--- config.mk ---
export PLATFORM = sky130hd
export DESIGN_NAME = mem_data_arbiter_flat
export DESIGN_NICKNAME = d
export VERILOG_FILES = /design/src/rtl/mem_data_arbiter_if.sv /design/src/rtl/mem_data_arbiter.sv /design/src/flat_wrapper.sv
export SDC_FILE = /design/constraint.sdc
export NUM_CORES = 1
export LEC_CHECK = 0
export ABC_CLOCK_PERIOD_IN_PS = 2400
export BUFFER_PORTS_ARGS = -buffer_cell sky130_fd_sc_hd__buf_2
export CAP_MARGIN = 20
export CORE_AREA = 2 2 226 228
export DETAILED_ROUTE_END_ITERATION = 16
export DIE_AREA = 0 0 228 230
export PLACE_DENSITY_LB_ADDON = 0.12
export SLEW_MARGIN = 20
export SYNTH_ARGS = -nofsm -noshare
export SYNTH_HDL_FRONTEND = slang
export SYNTH_SLANG_ARGS = --single-unit
--- constraint.sdc ---
create_clock -name i_clk -period 2.4 [get_ports i_clk]
set_clock_uncertainty 0.1 [all_clocks]
set_input_delay 0.12 -clock i_clk [delete_from_list [all_inputs] [get_ports i_clk]]
set_output_delay 0.12 -clock i_clk [all_outputs]
set_load 0.02 [all_outputs]
--- src/rtl/mem_data_arbiter_if.sv ---
//-----------------------------------------------------------------------------
// mem_data_arbiter_if
//
// Purpose:
//   Bundles every bus-level signal around mem_data_arbiter: the two requester
//   ports (core control FSM and program/data loader), the single data memory
//   port and the busy status flag.
//
// Modports:
//   slave  - arbiter view: requests, request data and memory read data in;
//            grants, responses, memory controls and busy out.
//   master - environment view (requesters and memory): the mirror image.
//
// Signals (per requester <p> = core | ld):
//   <p>_req    request, held until <p>_gnt
//   <p>_we     1 = write, 0 = read
//   <p>_addr   byte address
//   <p>_wdata  write data
//   <p>_gnt    one-cycle pulse: request accepted, access cycle in progress
//   <p>_rvalid one-cycle pulse: access complete
//   <p>_rdata  read data, valid while <p>_rvalid
//   <p>_err    error flag, qualified by <p>_rvalid
// Memory side:
//   mem_addr, mem_wdata, mem_wr (out of arbiter), mem_rdata (into arbiter)
// Status:
//   busy       high whenever the arbiter is not idle
//-----------------------------------------------------------------------------
interface mem_data_arbiter_if #(
    parameter int DATA_W = 64,
    parameter int ADDR_W = 64
);
    // core requester
    logic              core_req;
    logic              core_we;
    logic [ADDR_W-1:0] core_addr;
    logic [DATA_W-1:0] core_wdata;
    logic              core_gnt;
    logic              core_rvalid;
    logic [DATA_W-1:0] core_rdata;
    logic              core_err;

    // loader requester
    logic              ld_req;
    logic              ld_we;
    logic [ADDR_W-1:0] ld_addr;
    logic [DATA_W-1:0] ld_wdata;
    logic              ld_gnt;
    logic              ld_rvalid;
    logic [DATA_W-1:0] ld_rdata;
    logic              ld_err;

    // memory port
    logic [ADDR_W-1:0] mem_addr;
    logic [DATA_W-1:0] mem_wdata;
    logic              mem_wr;
    logic [DATA_W-1:0] mem_rdata;

    // status
    logic              busy;

    modport slave (
        input  core_req, core_we, core_addr, core_wdata,
        output core_gnt, core_rvalid, core_rdata, core_err,
        input  ld_req, ld_we, ld_addr, ld_wdata,
        output ld_gnt, ld_rvalid, ld_rdata, ld_err,
        output mem_addr, mem_wdata, mem_wr,
        input  mem_rdata,
        output busy
    );

    modport master (
        output core_req, core_we, core_addr, core_wdata,
        input  core_gnt, core_rvalid, core_rdata, core_err,
        output ld_req, ld_we, ld_addr, ld_wdata,
        input  ld_gnt, ld_rvalid, ld_rdata, ld_err,
        input  mem_addr, mem_wdata, mem_wr,
        output mem_rdata,
        input  busy
    );
endinterface

--- src/rtl/mem_data_arbiter.sv ---
//-----------------------------------------------------------------------------
// mem_data_arbiter
//
// Purpose:
//   Sequences the single data memory and shares it between the core control
//   FSM ("core") and the program/data loader ("ld"). One access at a time:
//   requests are sampled only while idle, the winner's command is latched,
//   presented to the memory for exactly one cycle, and after MEM_LAT wait
//   cycles the captured read data is returned with a one-cycle valid pulse.
//
//   Timeline for a request sampled in IDLE at cycle T:
//     T+1            ACCESS : <p>_gnt = 1, mem_wr = latched we
//     T+2..T+1+LAT   WAIT   : address held, mem_wr = 0
//     T+2+LAT        RESP   : <p>_rvalid = 1, <p>_rdata = captured data
//
// Parameters:
//   DATA_W    data width of memory and requester buses
//   ADDR_W    address width
//   MEM_LAT   memory read latency in cycles after the access cycle (0..7)
//   CORE_PRIO 1 = core wins every tie, 0 = round-robin on ties
//
// Ports:
//   i_clk   clock
//   i_rst   synchronous, active-high reset
//   io_bus  mem_data_arbiter_if.slave (requesters, memory, busy)
//
// Optional feature (compile-time macro MISALIGN_CHECK_EN):
//   Defined   - a latched address with addr[2:0] != 0 still gets its grant
//               pulse, but the memory write is suppressed and the response
//               carries err = 1 with rdata = 0.
//   Undefined - addresses pass unchanged and the err outputs are tied low.
//-----------------------------------------------------------------------------
module mem_data_arbiter #(
    parameter int DATA_W    = 64,
    parameter int ADDR_W    = 64,
    parameter int MEM_LAT   = 1,
    parameter int CORE_PRIO = 0
) (
    input  logic               i_clk,
    input  logic               i_rst,
    mem_data_arbiter_if.slave  io_bus
);

    localparam int               CNT_W   = 3;
    localparam logic [CNT_W-1:0] CNT_ONE = CNT_W'(1);
    localparam logic [CNT_W-1:0] CNT_LAT = CNT_W'(MEM_LAT);

    typedef enum logic [1:0] {
        S_IDLE,
        S_ACCESS,
        S_WAIT,
        S_RESP
    } state_t;

    // FSM state
    state_t            r_state;
    state_t            w_next_state;

    // Latched command of the current winner
    logic              r_winner_ld;   // 1 = loader owns the access, 0 = core
    logic              r_we;
    logic [ADDR_W-1:0] r_addr;
    logic [DATA_W-1:0] r_wdata;

    // Round-robin pointer: 1 = loader was served last, so core wins next tie
    logic              r_last_ld;

    // WAIT down-counter and captured read data
    logic [CNT_W-1:0]  r_cnt;
    logic [DATA_W-1:0] r_rdata;

    // Combinational helpers
    logic              w_any_req;
    logic              w_pick_ld;
    logic              w_capture;
    logic              w_misalign;
    logic [DATA_W-1:0] w_resp_data;

    logic              w_core_gnt;
    logic              w_core_rvalid;
    logic [DATA_W-1:0] w_core_rdata;
    logic              w_core_err;
    logic              w_ld_gnt;
    logic              w_ld_rvalid;
    logic [DATA_W-1:0] w_ld_rdata;
    logic              w_ld_err;
    logic              w_mem_wr;

    //-------------------------------------------------------------------------
    // Arbitration (only meaningful in IDLE). A lone request always wins; on a
    // tie the core wins under fixed priority, otherwise the port that was not
    // served last wins.
    //-------------------------------------------------------------------------
    assign w_any_req = io_bus.core_req | io_bus.ld_req;
    assign w_pick_ld = io_bus.ld_req &
                       (~io_bus.core_req | ((CORE_PRIO == 0) & ~r_last_ld));

`ifdef MISALIGN_CHECK_EN
    // Memory is 64-bit word organised: any non-zero byte offset is an error.
    assign w_misalign = (r_addr[2:0] != 3'b000);
`else
    assign w_misalign = 1'b0;
`endif

    // Writes and rejected accesses return zero data.
    assign w_resp_data = (r_we | w_misalign) ? '0 : r_rdata;

    // Read data is sampled on the edge that leaves the last memory cycle,
    // i.e. the last WAIT cycle, or the ACCESS cycle when MEM_LAT is 0.
    assign w_capture = (w_next_state == S_RESP) && (r_state != S_RESP);

    //-------------------------------------------------------------------------
    // FSM: state register
    //-------------------------------------------------------------------------
    // NOTE: sequential state uses non-blocking assignments so every register
    // samples pre-edge values; blocking here would create ordering races.
    always_ff @(posedge i_clk) begin
        if (i_rst) begin
            r_state <= S_IDLE;
        end else begin
            r_state <= w_next_state;
        end
    end

    //-------------------------------------------------------------------------
    // FSM: next state and outputs
    //-------------------------------------------------------------------------
    // NOTE: every output of this block is given a default first, so no path
    // through the case leaves a signal unassigned and no latch is inferred.
    always_comb begin
        w_next_state  = r_state;
        w_core_gnt    = 1'b0;
        w_core_rvalid = 1'b0;
        w_core_rdata  = '0;
        w_core_err    = 1'b0;
        w_ld_gnt      = 1'b0;
        w_ld_rvalid   = 1'b0;
        w_ld_rdata    = '0;
        w_ld_err      = 1'b0;
        w_mem_wr      = 1'b0;

        unique case (r_state)
            S_IDLE: begin
                if (w_any_req) begin
                    w_next_state = S_ACCESS;
                end
            end

            S_ACCESS: begin
                w_core_gnt   = ~r_winner_ld;
                w_ld_gnt     = r_winner_ld;
                w_mem_wr     = r_we & ~w_misalign;
                w_next_state = (MEM_LAT > 0) ? S_WAIT : S_RESP;
            end

            S_WAIT: begin
                if (r_cnt == CNT_ONE) begin
                    w_next_state = S_RESP;
                end
            end

            S_RESP: begin
                if (r_winner_ld) begin
                    w_ld_rvalid = 1'b1;
                    w_ld_rdata  = w_resp_data;
                    w_ld_err    = w_misalign;
                end else begin
                    w_core_rvalid = 1'b1;
                    w_core_rdata  = w_resp_data;
                    w_core_err    = w_misalign;
                end
                w_next_state = S_IDLE;
            end

            default: begin
                w_next_state = S_IDLE;
            end
        endcase
    end

    //-------------------------------------------------------------------------
    // Datapath: command latch, round-robin pointer, wait counter, read capture
    //-------------------------------------------------------------------------
    always_ff @(posedge i_clk) begin
        if (i_rst) begin
            r_winner_ld <= 1'b0;
            r_we        <= 1'b0;
            r_addr      <= '0;
            r_wdata     <= '0;
            r_last_ld   <= 1'b1;
            r_cnt       <= '0;
            r_rdata     <= '0;
        end else begin
            if (r_state == S_IDLE && w_any_req) begin
                r_winner_ld <= w_pick_ld;
                r_we        <= w_pick_ld ? io_bus.ld_we    : io_bus.core_we;
                r_addr      <= w_pick_ld ? io_bus.ld_addr  : io_bus.core_addr;
                r_wdata     <= w_pick_ld ? io_bus.ld_wdata : io_bus.core_wdata;
            end

            if (r_state == S_ACCESS) begin
                r_last_ld <= r_winner_ld;
                r_cnt     <= CNT_LAT;
            end else if (r_state == S_WAIT) begin
                r_cnt <= r_cnt - CNT_ONE;
            end

            if (w_capture) begin
                r_rdata <= io_bus.mem_rdata;
            end
        end
    end

    //-------------------------------------------------------------------------
    // Output drive. Address and write data are held from the latch for the
    // whole access (ACCESS and WAIT); only mem_wr marks the write cycle.
    //-------------------------------------------------------------------------
    assign io_bus.core_gnt    = w_core_gnt;
    assign io_bus.core_rvalid = w_core_rvalid;
    assign io_bus.core_rdata  = w_core_rdata;
    assign io_bus.core_err    = w_core_err;
    assign io_bus.ld_gnt      = w_ld_gnt;
    assign io_bus.ld_rvalid   = w_ld_rvalid;
    assign io_bus.ld_rdata    = w_ld_rdata;
    assign io_bus.ld_err      = w_ld_err;
    assign io_bus.mem_addr    = r_addr;
    assign io_bus.mem_wdata   = r_wdata;
    assign io_bus.mem_wr      = w_mem_wr;
    assign io_bus.busy        = (r_state != S_IDLE);

endmodule

--- src/flat_wrapper.sv ---
// flat-port wrapper written by rule: the top's interface ports become plain ports
module mem_data_arbiter_flat 
#(
    parameter int DATA_W    = 64,
    parameter int ADDR_W    = 64,
    parameter int MEM_LAT   = 1,
    parameter int CORE_PRIO = 0
)
  (i_clk, i_rst, io_bus_core_req, io_bus_core_we, io_bus_core_addr, io_bus_core_wdata, io_bus_core_gnt, io_bus_core_rvalid, io_bus_core_rdata, io_bus_core_err, io_bus_ld_req, io_bus_ld_we, io_bus_ld_addr, io_bus_ld_wdata, io_bus_ld_gnt, io_bus_ld_rvalid, io_bus_ld_rdata, io_bus_ld_err, io_bus_mem_addr, io_bus_mem_wdata, io_bus_mem_wr, io_bus_mem_rdata, io_bus_busy);
  mem_data_arbiter_if #(.DATA_W(DATA_W), .ADDR_W(ADDR_W)) io_bus_i ();
  input  logic i_clk;
  input  logic i_rst;
  input wire logic [$bits(io_bus_i.core_req)-1:0] io_bus_core_req;
  input wire logic [$bits(io_bus_i.core_we)-1:0] io_bus_core_we;
  input wire logic [$bits(io_bus_i.core_addr)-1:0] io_bus_core_addr;
  input wire logic [$bits(io_bus_i.core_wdata)-1:0] io_bus_core_wdata;
  output wire logic [$bits(io_bus_i.core_gnt)-1:0] io_bus_core_gnt;
  output wire logic [$bits(io_bus_i.core_rvalid)-1:0] io_bus_core_rvalid;
  output wire logic [$bits(io_bus_i.core_rdata)-1:0] io_bus_core_rdata;
  output wire logic [$bits(io_bus_i.core_err)-1:0] io_bus_core_err;
  input wire logic [$bits(io_bus_i.ld_req)-1:0] io_bus_ld_req;
  input wire logic [$bits(io_bus_i.ld_we)-1:0] io_bus_ld_we;
  input wire logic [$bits(io_bus_i.ld_addr)-1:0] io_bus_ld_addr;
  input wire logic [$bits(io_bus_i.ld_wdata)-1:0] io_bus_ld_wdata;
  output wire logic [$bits(io_bus_i.ld_gnt)-1:0] io_bus_ld_gnt;
  output wire logic [$bits(io_bus_i.ld_rvalid)-1:0] io_bus_ld_rvalid;
  output wire logic [$bits(io_bus_i.ld_rdata)-1:0] io_bus_ld_rdata;
  output wire logic [$bits(io_bus_i.ld_err)-1:0] io_bus_ld_err;
  output wire logic [$bits(io_bus_i.mem_addr)-1:0] io_bus_mem_addr;
  output wire logic [$bits(io_bus_i.mem_wdata)-1:0] io_bus_mem_wdata;
  output wire logic [$bits(io_bus_i.mem_wr)-1:0] io_bus_mem_wr;
  input wire logic [$bits(io_bus_i.mem_rdata)-1:0] io_bus_mem_rdata;
  output wire logic [$bits(io_bus_i.busy)-1:0] io_bus_busy;
  assign io_bus_i.core_req = io_bus_core_req;
  assign io_bus_i.core_we = io_bus_core_we;
  assign io_bus_i.core_addr = io_bus_core_addr;
  assign io_bus_i.core_wdata = io_bus_core_wdata;
  assign io_bus_core_gnt = io_bus_i.core_gnt;
  assign io_bus_core_rvalid = io_bus_i.core_rvalid;
  assign io_bus_core_rdata = io_bus_i.core_rdata;
  assign io_bus_core_err = io_bus_i.core_err;
  assign io_bus_i.ld_req = io_bus_ld_req;
  assign io_bus_i.ld_we = io_bus_ld_we;
  assign io_bus_i.ld_addr = io_bus_ld_addr;
  assign io_bus_i.ld_wdata = io_bus_ld_wdata;
  assign io_bus_ld_gnt = io_bus_i.ld_gnt;
  assign io_bus_ld_rvalid = io_bus_i.ld_rvalid;
  assign io_bus_ld_rdata = io_bus_i.ld_rdata;
  assign io_bus_ld_err = io_bus_i.ld_err;
  assign io_bus_mem_addr = io_bus_i.mem_addr;
  assign io_bus_mem_wdata = io_bus_i.mem_wdata;
  assign io_bus_mem_wr = io_bus_i.mem_wr;
  assign io_bus_i.mem_rdata = io_bus_mem_rdata;
  assign io_bus_busy = io_bus_i.busy;
  mem_data_arbiter #(.DATA_W(DATA_W), .ADDR_W(ADDR_W), .MEM_LAT(MEM_LAT), .CORE_PRIO(CORE_PRIO)) u_core (.i_clk(i_clk), .i_rst(i_rst), .io_bus(io_bus_i));
endmodule
# Word-level counts from Yosys, hierarchy flattened

Index checks and enable logic that the tools add are counted.

Register bits after elaboration: 200
Input port bits: 326

Multiplexer cells: 20
Reduce and logical (&&, ||, !) cells: 6
Add/sub/neg operators: 1
Bitwise logic cells: 6
Equality and inequality tests: 6

Operators by type and width:

| kind                | number |
|---|---|
| $mux 64             | 7 |
| $mux 1              | 10 |
| $pmux 2 s4          | 1 |
| $eq 2x2->1 const B  | 3 |
| $mux 2              | 2 |
| $reduce_bool 2->1   | 2 |
| $eq 3x1->1 const B  | 1 |
| $not 1->1           | 3 |
| $sub 3x1->3 const B | 1 |
| $eq 2x1->1 const B  | 1 |
| $logic_and 1x1->1   | 2 |
| $logic_not 2->1     | 1 |
| $ne 2x2->1 const B  | 1 |
| $or 1x1->1          | 2 |
| $reduce_or 2->1     | 1 |
| $and 1x1->1         | 1 |

# Logic depth before layout (Yosys ltp)

Word-level depth: 5
Gate-level depth with buffers: 8
Mapped depth without buffers: 6

# Worst setup path after synthesis

OpenSTA, ideal clock, no wires.

Path type: reg2reg
Start: register u_core.r_state[0]
End: register u_core.r_rdata[0]
Arrival time: 1.560 ns
Path slack: 0.668 ns
Clock period less this slack: 1.732 ns
Data required time: 2.228 ns
Buffers on the path: 2
Stages on the path, launching flop included: 9
Path through: dfxtp_1 -> inv_1 -> ha_1 -> nor2b_1 -> o21ai_0 -> a21oi_1 -> buf_2 -> buf_4 -> mux2i_1

Longest elaborated chain between the ends: 4
Elaborated cells between the ends (all ways): 10
Those cells by class: eq/ne: 5; mux: 3; reduce/logical: 2

Ends and longest elaborated chain:

| what                                     | RTL line                | text |
|---|---|---|
| from (decl)                              | mem_data_arbiter.sv:56  | `state_t r_state;` |
| from (signal assigned)                   | mem_data_arbiter.sv:121 | `r_state <= w_next_state;` |
| $eq 2x2->1, or another cell as far along | mem_data_arbiter.sv:142 | `unique case (r_state)` |
| $pmux 2 s4                               | mem_data_arbiter.sv:142 |  |
| $eq 2x2->1                               | mem_data_arbiter.sv:110 | `assign w_capture = (w_next_state == S_RESP) && (r_state != S_RESP);` |
| $logic_and 1x1->1 *                      | mem_data_arbiter.sv:110 |  |
| to (signal assigned)                     | mem_data_arbiter.sv:209 | `r_rdata <= io_bus.mem_rdata;` |
| to (decl)                                | mem_data_arbiter.sv:70  | `logic [DATA_W-1:0] r_rdata;` |

Every way passes the cells marked *; elsewhere a longest branch is shown, timed or not.
A chain may end at the register's enable or synchronous reset.

# Final worst setup path

Start: input port io_bus_ld_req
End: register u_core.r_wdata[26], in the netlist u_core.io_bus.mem_wdata[26]

Longest elaborated chain between the ends: 2
Elaborated cells between the ends (all ways): 4
Those cells by class: mux: 1; bitwise: 2; reduce/logical: 1

Ends and longest elaborated chain:

| what                                                | RTL line                                         | text |
|---|---|---|
| from (decl)                                         | flat_wrapper.sv:21                               | `input wire logic [$bits(io_bus_i.ld_req)-1:0] io_bus_ld_req;` |
| $and 1x1->1 / $or 1x1->1 (equally long branches)    | mem_data_arbiter.sv:95, mem_data_arbiter.sv:94   |  |
| $mux 64 / $logic_and 1x1->1 (equally long branches) | mem_data_arbiter.sv:198, mem_data_arbiter.sv:194 |  |
| to (signal assigned)                                | mem_data_arbiter.sv:198                          | `r_wdata <= w_pick_ld ? io_bus.ld_wdata : io_bus.core_wdata;` |
| to (decl)                                           | mem_data_arbiter.sv:63                           | `logic [DATA_W-1:0] r_wdata;` |

Parallel ways exist; a longest one is shown, timed or not.

==> results.py <==
metrics = {
    "drt": {
        "drtIter0Drc": 281,
        "antenna_left": 0,
        "post_drt_wl_per_cell_um": 15.02,
        "drt-total-wl_um": 38850,
        "via_per_inst": 4.029,
        "via_count": 10420,
        "drtPass1Iterations": 4,
        "drc": 0,
    },
    "final_layout": {
        "utilization": 0.3458,
        "nFillCells": 5251,
        "fin_area_um2": 17240,
        "drive_gt1_frac": 0.3389,
        "num-nets-final": 2234,
        "layout_common_cells": "buf_2 (586), dlygate4sd3_1 (316), dfxtp_1 (200)",
        "area_delta_synth_final_pct": 76.48,
        "final_common_cell": "buf_2",
    },
    "worst_setup_path": {
        "worstReg2RegEnd": "u_core.io_bus.mem_wdata[26]$_SDFFE_PP0P_",
        "cp.required_ns": 2.61,
        "crit_path_end_kind": "flop",
        "start_kind": "input port",
        "slowest_stage": "dlygate4sd3_1",
        "cp_cell_sequence": "dlygate4sd3_1, buf_2, a21boi_4, buf_12, buf_4, mux2i_1, dlygate4sd3_1, a211oi_1",
        "reg2reg_depth": 6,
        "crit_type": "in -> reg",
        "arrival_ns": 2.53,
        "worst_path_largest_cell_delay_ns": 0.59,
        "r2r_start": "u_core.r_last_ld$_SDFFE_PP1P_",
        "r2r_slack_ns": 0.16,
        "crit_path_max_fanout": 37,
        "cpMostUsedCell": "dlygate4sd3_1",
    },
    "placed_design": {
        "postPlaceCellArea_um2": 13470,
        "place_ws_ns": 0.3472,
        "portBuffers": 587,
        "hpwl_um": 29680,
        "place_congestion": 0.8046,
    },
    "hold_path": {
        "hp-start": "io_bus_core_wdata[23]",
        "hold_end": "u_core.io_bus.mem_wdata[23]$_SDFFE_PP0P_",
        "hold_class": "in -> reg",
        "min_path_cells": 3,
    },
    "grt": {
        "grt_pass1_vias": 10560,
        "grt_pass1_wl_um": 58820,
        "antenna_found_initial": 3,
        "grt_usage": 0.1443,
        "grt_max_degree": 143,
        "grt_remaining_overflow": 0,
    },
    "clock_network": {
        "cts_root_buf": "clkbuf_16",
        "cts_buffers": 17,
        "clock_latency_ns": 0.45,
        "cts_buffer_depth": 2,
        "clkSlewWorstSetupHoldPaths_ns": 0.07,
        "cts_tree": "yes",
        "clock_sinks": 200,
        "htree_levels": 4,
    },
    "pwr": {
        "p_leak_nw": 7.984,
        "power.density_nw_per_um2": 693.5,
        "finalPower_mw": 11.96,
        "vdd_drop_max_uv": 389.8,
    },
    "synthesis": {
        "yosys-top-cells-area": "dfxtp_1 (41%), mux2i_1 (20%), a211oi_1 (9.9%)",
        "synth_cell_types": 29,
        "syn-cell-area_um2": 9771,
        "synth_area_per_cell_um2": 9.368,
        "ys_ff_latch": 200,
        "yosysWarningCount": 0,
        "synth_top_area_share": 0.4098,
        "synth_top_cell_by_area": "dfxtp_1",
        "ys_seq_area_frac": 0.4098,
        "synthCells": 1043,
    },
    "flow_run": {
        "maxCapViolCount": 0,
    },
    "floorplan": {
        "rows": 82,
        "die_area_um2": 52440,
        "fp.dieH_um": 230,
        "die_w_um": 228,
        "start_util": 0.1960,
        "core_area_um2": 49860,
        "pin_count": 590,
    },
    "timing": {
        "final_max_slew_viol_count": 0,
        "fin_crit_sh": 0.9645,
        "final_hold_viol_count": 0,
        "rsz0062_at_grt": "no",
        "fin_tns_setup_ns": 0,
        "relSlewSlack": 0.5472,
        "worst_pin_slew_ns": 0.6602,
        "max_freq_ghz": 0.4320,
        "finalSetupViolCount": 0,
        "final.setup.worst_slack_ns": 0.08527,
        "period_minus_slack_ns": 2.315,
    },
    "outcome": {
        "outcome": "completed",
    },
}
through the flow:
stage / cells / hold slack, ns
after global placement: 2237 / 0.2829
final: 2586 / 0.03929
after CTS: 2583 / 0.003801
after global routing: 2586 / 0.005045
after floorplan: 1044 / 0.1753
after detailed placement: 2237 / 0.2892
logic make-up after synthesis:
kind of cell	count (synthesis)	share of synthesized area
compound gates	140	0.1071
xor+xnor	1	0.0008966
fa+ha+maj	7	0.008964
buf+inv	100	0.05173
flops	200	0.4098
mux	193	0.1977
other cells	1	0.0003838
simple gates	401	0.2235
power breakdown:
| group | switching [mW] | internal, mW | leakage (nW) |
|---|---|---|---|
| Combinational | 2.48 | 2.03 | 6.06 |
| Clock | 1.34 | 1.64 | 0.270 |
| Sequential | 0.431 | 4.03 | 1.65 |
| Total | 4.25 | 7.71 | 7.98 |
synthesized netlist by cell type:
cell type,count
a2111oi_0,1
a211oi_1,129
o21a_1,1
and3b_1,1
nor3_1,1
ha_1,7
o21ai_0,1
buf_6,10
and2_1,131
buf_4,9
nand2_1,1
dfxtp_1,200
a21oi_1,3
buf_1,5
nor3b_2,1
inv_1,6
mux2i_1,193
conb_1,1
buf_2,17
nor2_1,132
nand2b_1,129
xor2_1,1
clkbuf_1,53
o31ai_1,1
a21boi_2,1
nor2b_1,5
a211o_1,1
o21bai_1,1
a31oi_1,1
worst max-delay path: cells and delay by family:
family | cells | cell delay, ns
buffers and inverters | 5 | 1.84
AO/OA/AOI/OAI | 2 | 0.29
multiplexers | 1 | 0.24
worst max-delay path by stage:
stage | start | end | slack, ns
finish | io_bus_ld_req | u_core.io_bus.mem_wdata[26]$_SDFFE_PP0P_ | 0.09
global placement | u_core.r_last_ld$_SDFFE_PP1P_ | u_core.io_bus.mem_wdata[57]$_SDFFE_PP0P_ | 0.34
detailed placement | u_core.r_last_ld$_SDFFE_PP1P_ | u_core.io_bus.mem_wdata[57]$_SDFFE_PP0P_ | 0.35
CTS | u_core.r_state[0]$_SDFF_PP0_ | io_bus_ld_rdata[52] | 0.02
floorplan | u_core.r_state[0]$_SDFF_PP0_ | u_core.r_rdata[0]$_SDFFE_PP0P_ | 0.67
global route | u_core.r_state[0]$_SDFF_PP0_ | io_bus_core_rdata[61] | 0.02
sequential cells by signal, summed over array words and instances (netlist names):
name / cells
u_core.io_bus.mem_addr: 64
u_core.r_state: 2
u_core.r_rdata: 64
u_core.r_cnt: 3
u_core.r_last_ld: 1
u_core.io_bus.mem_wdata: 64
u_core.r_winner_ld: 1
u_core.r_we: 1
what timing repair did:
item / in CTS / in global routing
endpoints found under the hold margin: 189 / 0
setup endpoints to repair: 1 / 54
buffers inserted: 0 / 1
gates resized for setup: 1 / 2
hold buffers: 316 / 0
cloned: 0 / 0
cell type report:
class	instances	area [µm²]	share of cell area
repair buffers	932	6486	0.3762
multi-input cells	744	5299	0.3073
flip-flops and latches	200	4004	0.2322
well taps	672	840.8	0.04876
clock buffers	20	436.7	0.02532
clock inverters	10	148.9	0.008635
inverters	6	22.52	0.001306
diodes	2	5.005	0.0002903
metal layers:
layer  share of wire  track usage  up-vias
met5         0.00033            0        -
li1                -            -     5276
met4           0.032      0.06781        2
met1            0.40       0.1590     4743
met3           0.061      0.03931       49
met2            0.51       0.2571      350
Note: power is estimated with default switching activity, not from simulation.
